[src/rtl/lc3_mem_arbiter_if.sv]
// Bus bundle between the LC3 fetch/data requesters, the shared memory and the arbiter.
// The master side is the environment (both requesters plus the memory); the slave side is the arbiter.
interface lc3_mem_arbiter_if;
  logic        i_req;
  logic [15:0] i_addr;
  logic [15:0] i_dout;
  logic        i_complete;
  logic        d_rd;
  logic        d_wr;
  logic [15:0] d_addr;
  logic [15:0] d_din;
  logic [15:0] d_dout;
  logic        d_complete;
  logic [15:0] mem_addr;
  logic [15:0] mem_din;
  logic        mem_rd;
  logic        mem_wr;
  logic [15:0] mem_dout;
  logic        mem_complete;
  logic        err;

  modport slave (
    input  i_req, i_addr, d_rd, d_wr, d_addr, d_din, mem_dout, mem_complete,
    output i_dout, i_complete, d_dout, d_complete, mem_addr, mem_din, mem_rd, mem_wr, err
  );

  modport master (
    output i_req, i_addr, d_rd, d_wr, d_addr, d_din, mem_dout, mem_complete,
    input  i_dout, i_complete, d_dout, d_complete, mem_addr, mem_din, mem_rd, mem_wr, err
  );
endinterface

[src/rtl/lc3_mem_arbiter.sv]
// Shares one 16-bit memory port between LC3 instruction fetch and data access:
// data-first priority with a fetch starvation guard, minimum wait and timeout per access.
module lc3_mem_arbiter #(
  parameter int MIN_WAIT    = 2,
  parameter int TIMEOUT     = 64,
  parameter int MAX_DSTREAK = 4
) (
  input  logic               clock,
  input  logic               reset,
  lc3_mem_arbiter_if.slave   bus
);

  localparam int WAIT_W = $clog2(TIMEOUT + 1);
  localparam int STRK_W = $clog2(MAX_DSTREAK + 1);
  localparam logic [WAIT_W-1:0] WAIT_MIN  = WAIT_W'(MIN_WAIT - 1);
  localparam logic [WAIT_W-1:0] WAIT_LAST = WAIT_W'(TIMEOUT - 1);
  localparam logic [STRK_W-1:0] STRK_MAX  = STRK_W'(MAX_DSTREAK);

  typedef enum logic [1:0] {IDLE, IBUSY, DBUSY, RESP} state_t;

  state_t              state_q, state_d;
  logic [WAIT_W-1:0]   wait_q, wait_d;
  logic [STRK_W-1:0]   streak_q, streak_d;
  logic [15:0]         mem_addr_q, mem_addr_d;
  logic [15:0]         mem_din_q, mem_din_d;
  logic                mem_rd_q, mem_rd_d;
  logic                mem_wr_q, mem_wr_d;
  logic [15:0]         i_dout_q, i_dout_d;
  logic [15:0]         d_dout_q, d_dout_d;
  logic                i_complete_q, i_complete_d;
  logic                d_complete_q, d_complete_d;
  logic                err_q, err_d;
  logic                d_req;

  assign d_req = bus.d_rd | bus.d_wr;

  always_ff @(posedge clock) begin
    if (!reset) begin
      state_q      <= IDLE;
      wait_q       <= '0;
      streak_q     <= '0;
      mem_addr_q   <= 16'h0000;
      mem_din_q    <= 16'h0000;
      mem_rd_q     <= 1'b0;
      mem_wr_q     <= 1'b0;
      i_dout_q     <= 16'h0000;
      d_dout_q     <= 16'h0000;
      i_complete_q <= 1'b0;
      d_complete_q <= 1'b0;
      err_q        <= 1'b0;
    end else begin
      state_q      <= state_d;
      wait_q       <= wait_d;
      streak_q     <= streak_d;
      mem_addr_q   <= mem_addr_d;
      mem_din_q    <= mem_din_d;
      mem_rd_q     <= mem_rd_d;
      mem_wr_q     <= mem_wr_d;
      i_dout_q     <= i_dout_d;
      d_dout_q     <= d_dout_d;
      i_complete_q <= i_complete_d;
      d_complete_q <= d_complete_d;
      err_q        <= err_d;
    end
  end

  always_comb begin
    state_d      = state_q;
    wait_d       = wait_q;
    streak_d     = streak_q;
    mem_addr_d   = mem_addr_q;
    mem_din_d    = mem_din_q;
    mem_rd_d     = mem_rd_q;
    mem_wr_d     = mem_wr_q;
    i_dout_d     = i_dout_q;
    d_dout_d     = d_dout_q;
    i_complete_d = 1'b0;
    d_complete_d = 1'b0;
    err_d        = err_q;

    case (state_q)
      IDLE: begin
        // Data wins unless it has already taken MAX_DSTREAK grants past a waiting fetch.
        if (d_req && (!bus.i_req || (streak_q < STRK_MAX))) begin
          state_d    = DBUSY;
          mem_addr_d = bus.d_addr;
          mem_din_d  = bus.d_din;
          mem_rd_d   = bus.d_rd;
          mem_wr_d   = ~bus.d_rd;
          wait_d     = '0;
          if (!bus.i_req)
            streak_d = '0;
          else if (streak_q != STRK_MAX)
            streak_d = streak_q + STRK_W'(1);
        end else if (bus.i_req) begin
          state_d    = IBUSY;
          mem_addr_d = bus.i_addr;
          mem_din_d  = 16'h0000;
          mem_rd_d   = 1'b1;
          mem_wr_d   = 1'b0;
          wait_d     = '0;
          streak_d   = '0;
        end
      end

      IBUSY, DBUSY: begin
        wait_d = wait_q + WAIT_W'(1);
        if (bus.mem_complete && (wait_q >= WAIT_MIN)) begin
          state_d  = RESP;
          mem_rd_d = 1'b0;
          mem_wr_d = 1'b0;
          if (state_q == IBUSY) begin
            i_dout_d     = bus.mem_dout;
            i_complete_d = 1'b1;
          end else begin
            if (mem_rd_q)
              d_dout_d = bus.mem_dout;
            d_complete_d = 1'b1;
          end
        end else if (wait_q == WAIT_LAST) begin
          state_d  = RESP;
          mem_rd_d = 1'b0;
          mem_wr_d = 1'b0;
          err_d    = 1'b1;
          if (state_q == IBUSY) begin
            i_dout_d     = 16'h0000;
            i_complete_d = 1'b1;
          end else begin
            d_dout_d     = 16'h0000;
            d_complete_d = 1'b1;
          end
        end
      end

      RESP:    state_d = IDLE;
      default: state_d = IDLE;
    endcase
  end

  assign bus.mem_addr   = mem_addr_q;
  assign bus.mem_din    = mem_din_q;
  assign bus.mem_rd     = mem_rd_q;
  assign bus.mem_wr     = mem_wr_q;
  assign bus.i_dout     = i_dout_q;
  assign bus.d_dout     = d_dout_q;
  assign bus.i_complete = i_complete_q;
  assign bus.d_complete = d_complete_q;
  assign bus.err        = err_q;

endmodule

[src/flat_wrapper.sv]
// flat-port wrapper written by rule: the top's interface ports become plain ports
module lc3_mem_arbiter_flat 
#(
  parameter int MIN_WAIT    = 2,
  parameter int TIMEOUT     = 64,
  parameter int MAX_DSTREAK = 4
)
  (clock, reset, bus_i_req, bus_i_addr, bus_d_rd, bus_d_wr, bus_d_addr, bus_d_din, bus_mem_dout, bus_mem_complete, bus_i_dout, bus_i_complete, bus_d_dout, bus_d_complete, bus_mem_addr, bus_mem_din, bus_mem_rd, bus_mem_wr, bus_err);
  lc3_mem_arbiter_if bus_i ();
  input  logic clock;
  input  logic reset;
  input wire logic [$bits(bus_i.i_req)-1:0] bus_i_req;
  input wire logic [$bits(bus_i.i_addr)-1:0] bus_i_addr;
  input wire logic [$bits(bus_i.d_rd)-1:0] bus_d_rd;
  input wire logic [$bits(bus_i.d_wr)-1:0] bus_d_wr;
  input wire logic [$bits(bus_i.d_addr)-1:0] bus_d_addr;
  input wire logic [$bits(bus_i.d_din)-1:0] bus_d_din;
  input wire logic [$bits(bus_i.mem_dout)-1:0] bus_mem_dout;
  input wire logic [$bits(bus_i.mem_complete)-1:0] bus_mem_complete;
  output wire logic [$bits(bus_i.i_dout)-1:0] bus_i_dout;
  output wire logic [$bits(bus_i.i_complete)-1:0] bus_i_complete;
  output wire logic [$bits(bus_i.d_dout)-1:0] bus_d_dout;
  output wire logic [$bits(bus_i.d_complete)-1:0] bus_d_complete;
  output wire logic [$bits(bus_i.mem_addr)-1:0] bus_mem_addr;
  output wire logic [$bits(bus_i.mem_din)-1:0] bus_mem_din;
  output wire logic [$bits(bus_i.mem_rd)-1:0] bus_mem_rd;
  output wire logic [$bits(bus_i.mem_wr)-1:0] bus_mem_wr;
  output wire logic [$bits(bus_i.err)-1:0] bus_err;
  assign bus_i.i_req = bus_i_req;
  assign bus_i.i_addr = bus_i_addr;
  assign bus_i.d_rd = bus_d_rd;
  assign bus_i.d_wr = bus_d_wr;
  assign bus_i.d_addr = bus_d_addr;
  assign bus_i.d_din = bus_d_din;
  assign bus_i.mem_dout = bus_mem_dout;
  assign bus_i.mem_complete = bus_mem_complete;
  assign bus_i_dout = bus_i.i_dout;
  assign bus_i_complete = bus_i.i_complete;
  assign bus_d_dout = bus_i.d_dout;
  assign bus_d_complete = bus_i.d_complete;
  assign bus_mem_addr = bus_i.mem_addr;
  assign bus_mem_din = bus_i.mem_din;
  assign bus_mem_rd = bus_i.mem_rd;
  assign bus_mem_wr = bus_i.mem_wr;
  assign bus_err = bus_i.err;
  lc3_mem_arbiter #(.MIN_WAIT(MIN_WAIT), .TIMEOUT(TIMEOUT), .MAX_DSTREAK(MAX_DSTREAK)) u_core (.clock(clock), .reset(reset), .bus(bus_i));
endmodule
[config.mk]
export PLATFORM = sky130hd
export DESIGN_NAME = lc3_mem_arbiter_flat
export DESIGN_NICKNAME = d
export VERILOG_FILES = /design/src/rtl/lc3_mem_arbiter_if.sv /design/src/rtl/lc3_mem_arbiter.sv /design/src/flat_wrapper.sv
export SDC_FILE = /design/constraint.sdc
export NUM_CORES = 1
export LEC_CHECK = 0
export CAP_MARGIN = 20
export CORE_MARGIN = 4
export CORE_UTILIZATION = 42
export DETAILED_ROUTE_END_ITERATION = 6
export PLACE_DENSITY_LB_ADDON = 0.1
export SLEW_MARGIN = 20
export SYNTH_ARGS = -nofsm -noshare
export SYNTH_HDL_FRONTEND = slang
export SYNTH_SLANG_ARGS = --single-unit
[constraint.sdc]
create_clock -name clock -period 2.75 [get_ports clock]
set_input_delay 0.4125 -clock clock [delete_from_list [all_inputs] [get_ports clock]]
set_output_delay 0.4125 -clock clock [all_outputs]
set_load 0.02 [all_outputs]
==> reports/results.ini <==
[outcome]
status=completed

[global_routing]
use_met1=0.251
grt_busiest_layer=met2
grt_pass1_vias=2943
grt_util_met3=0.0765
grt_util_met2=0.318
grt_max_degree=33
grt_pass1_wl_um=14200
grt_overflow=0
track_usage=0.199
grt_antenna_before_repair=0

[synth]
synth_edf_count=0
synthArstFlopShare=0
avgSynthCellArea_um2=9.74
syn-cell-area_mm2=0.00317
synth_seq_cells=81
syn_inst=325
ys.flop_type=dfxtp_1
synth_nets=402
ys.warnings.count=0
synth_cell_types=43
synth_seq_area_share=0.512

[clock_network]
ctsResizeCount=0
clock-sinks=81
cts_hold_buffers=0
tritoncts=yes
cts_setup_buffers=0
clk_path_buf_depth=2
htreeDepth=3
clockRootBuffer=clkbuf_8
clkTransAtPathRegs_ps=100
numCtsBuffers=9
clk_latency_ps=350

[power]
p_sw_mw=1.41
power_leakage_nw=1.79
swShare=0.373
clkPwrFrac=0.222
vdd_ir_drop_max_uv=529
total_power_mw=3.78
p_seq_frac=0.383
power-per-cell-area_mw_per_mm2=780
intPower_mw=2.37
pwr-share-comb=0.395

[worst_setup_path]
cp-startpoint=u_core.wait_q[1]
path_cells=inv_1 > ha_1 > or4_4 > o21ai_0 > nor2_2 > a32o_1
cpPeakStageDelay_ps=580
crit_type=reg -> reg
cp_slowest_cell=o21ai_0
reg2reg_depth=6
path_delay_family=compound AO/OA/AOI/OAI gates
worstPathArrival_ps=2580
crit_buf_inv=1
r2r-end=u_core.bus.i_dout[1]
cp_max_fo=16
cp-start-kind=flip-flop
worstReg2RegStart=u_core.wait_q[1]
worst_ep_required_time_ps=2990
endpoint_kind=flip-flop
regToRegSetupSlack_ps=410

[sta]
drv_slew=0
period_share=0.850
setup_ws_ps=413
finalHoldViolations=0
setup_tns_ps=0
worst_pin_slew_ps=1050
period_minus_slack_ps=2340
fin_worst_skew_ps=11.4
rsz0062_at_grt=no
max_freq_mhz=428
setup-violations-final=0
slew_headroom=0.299

[route]
vias=2987
dr.pass1.iters=4
route.detailed.drc=0
drt_first_iter_violations=108
drt-total-wl_um=8720
wl_per_cell_um=15.5
antenna_left=0
viasPerCell=5.30

[min_path]
hold_path_end=u_core.bus.mem_wr
hold_path_depth=2
hp-start=u_core.bus.mem_wr
hp-class=reg -> reg

[place]
post-place-ws_ps=321
place_inst=548
port_buffers=138
hpwl_um=6240
routabilityCongestion=0.804

[floorplanning]
ios=139
core_region_area_mm2=0.00729
rows=31
die_h_um=94.8
dieWidth_um=94.8
start_util=0.434
die_area_mm2=0.00899

[job]
maxCapViolCount=0

[finish]
drive_above_1_share=0.0753
area_growth_pct=53.2
num-fill-cells=632
n_antenna_cell=0
final_cells=564
nNetsFinal=537

==> layout make-up <==
type                            instances  area (µm²)  share of cell area
Multi-Input combinational cell        211        1420               0.293
Tap cell                               99         124              0.0255
Inverter                                9        33.8             0.00697
Clock inverter                          7        67.6              0.0139
Timing Repair Buffer                  148        1460               0.300
Clock buffer                            9         124              0.0255
Sequential cell                        81        1620               0.334
==> cell usage after synthesis (2+ instances only) <==
master | number | area [µm²]
clkbuf_1 | 19 | 71.3
a31oi_1 | 3 | 18.8
dfxtp_1 | 81 | 1620
nor2_1 | 49 | 184
nor3_1 | 2 | 10.0
a32o_1 | 32 | 320
or4_1 | 2 | 15.0
a311oi_1 | 16 | 140
o2111ai_1 | 2 | 17.5
o21ai_0 | 3 | 15.0
nand3_1 | 4 | 20.0
buf_2 | 3 | 15.0
a211oi_1 | 3 | 22.5
a21oi_1 | 3 | 15.0
a22oi_1 | 16 | 120
mux2i_1 | 2 | 20.0
inv_1 | 9 | 33.8
ha_1 | 7 | 87.6
nand2_1 | 37 | 139
nor4b_1 | 2 | 17.5
xnor2_1 | 6 | 52.6
nor3b_1 | 3 | 22.5
==> worst min-delay path: cells and delay by family, from the launching register on <==
family / cells / cell delay (ps)
compound gates: 1 / 50
buf+inv: 1 / 50
flops: 1 / 320
==> registers in the layout, indices dropped and copies added, names as in the netlist, 2 cells and up <==
signal	cells
u_core.bus.d_dout	16
u_core.bus.i_dout	16
u_core.bus.mem_addr	16
u_core.bus.mem_din	16
u_core.state_q	2
u_core.streak_q	3
u_core.wait_q	7
==> stage by stage <==
| step | util | instance area (µm²) | hold slack, ps |
|---|---|---|---|
| floorplan | - | 3170 | 449 |
| global placement | 0.638 | 4650 | 438 |
| detailed placement | 0.638 | 4650 | 449 |
| CTS | 0.665 | 4850 | 462 |
| global route | 0.665 | 4850 | 493 |
| finish | 0.665 | 4850 | 460 |
==> power by group through the flow <==
| stage | logic, mW | clock network [mW] | registers, mW |
|---|---|---|---|
| after CTS | 1.51 | 0.863 | 1.45 |
| after floorplan | 0.736 | 0 | 1.64 |
| after global routing | 1.64 | 0.922 | 1.47 |
| after detailed placement | 1.50 | 0 | 1.48 |
| final | 1.49 | 0.841 | 1.45 |
| after global placement | 1.48 | 0 | 1.47 |
==> logic make-up (layout without fill, tap and decap cells) <==
logic type | count (synthesis) | after routing | share of synthesized area
and+or+nand+nor | 108 | 108 | 0.152
buffers and inverters | 33 | 173 | 0.0427
AOI/OAI and AO/OA | 88 | 88 | 0.243
muxes | 2 | 2 | 0.00632
DFF | 81 | 81 | 0.512
xor gates and xnor gates | 6 | 6 | 0.0166
adders and majority gates | 7 | 7 | 0.0277
==> worst max-delay path by stage <==
stage	to	slack, ps	cells past startpoint
2_1_floorplan	u_core.bus.d_dout[10]	570	7
3_3_place_gp	u_core.bus.i_dout[4]	380	4
3_5_place_dp	u_core.bus.i_dout[1]	320	4
4_1_cts	u_core.bus.i_dout[1]	320	6
5_1_grt	u_core.bus.i_dout[7]	330	6
6_report	u_core.bus.i_dout[1]	410	6
==> placed cells by master, fill, tap and decap left out, drive strengths merged, types with 2 or more instances in the layout <==
master / count
xnor2: 6
inv: 15
buf: 10
o21ai: 4
mux2i: 2
nand3: 4
o2111ai: 2
nor4b: 3
dfxtp: 81
ha: 7
clkbuf: 9
a311oi: 16
a211oi: 3
a32o: 32
nand2: 37
nor3b: 3
clkdlybuf4s50: 138
a22oi: 16
or4: 3
a21oi: 3
a31oi: 3
nor2: 49
nor3: 2
==> routing by layer <==
layer,part of all wire,routed length (µm)
met5,0,0
met4,0.013,114
met3,0.076,666
met2,0.47,4110
met1,0.44,3820
Note: power is estimated with default switching activity, not from simulation.
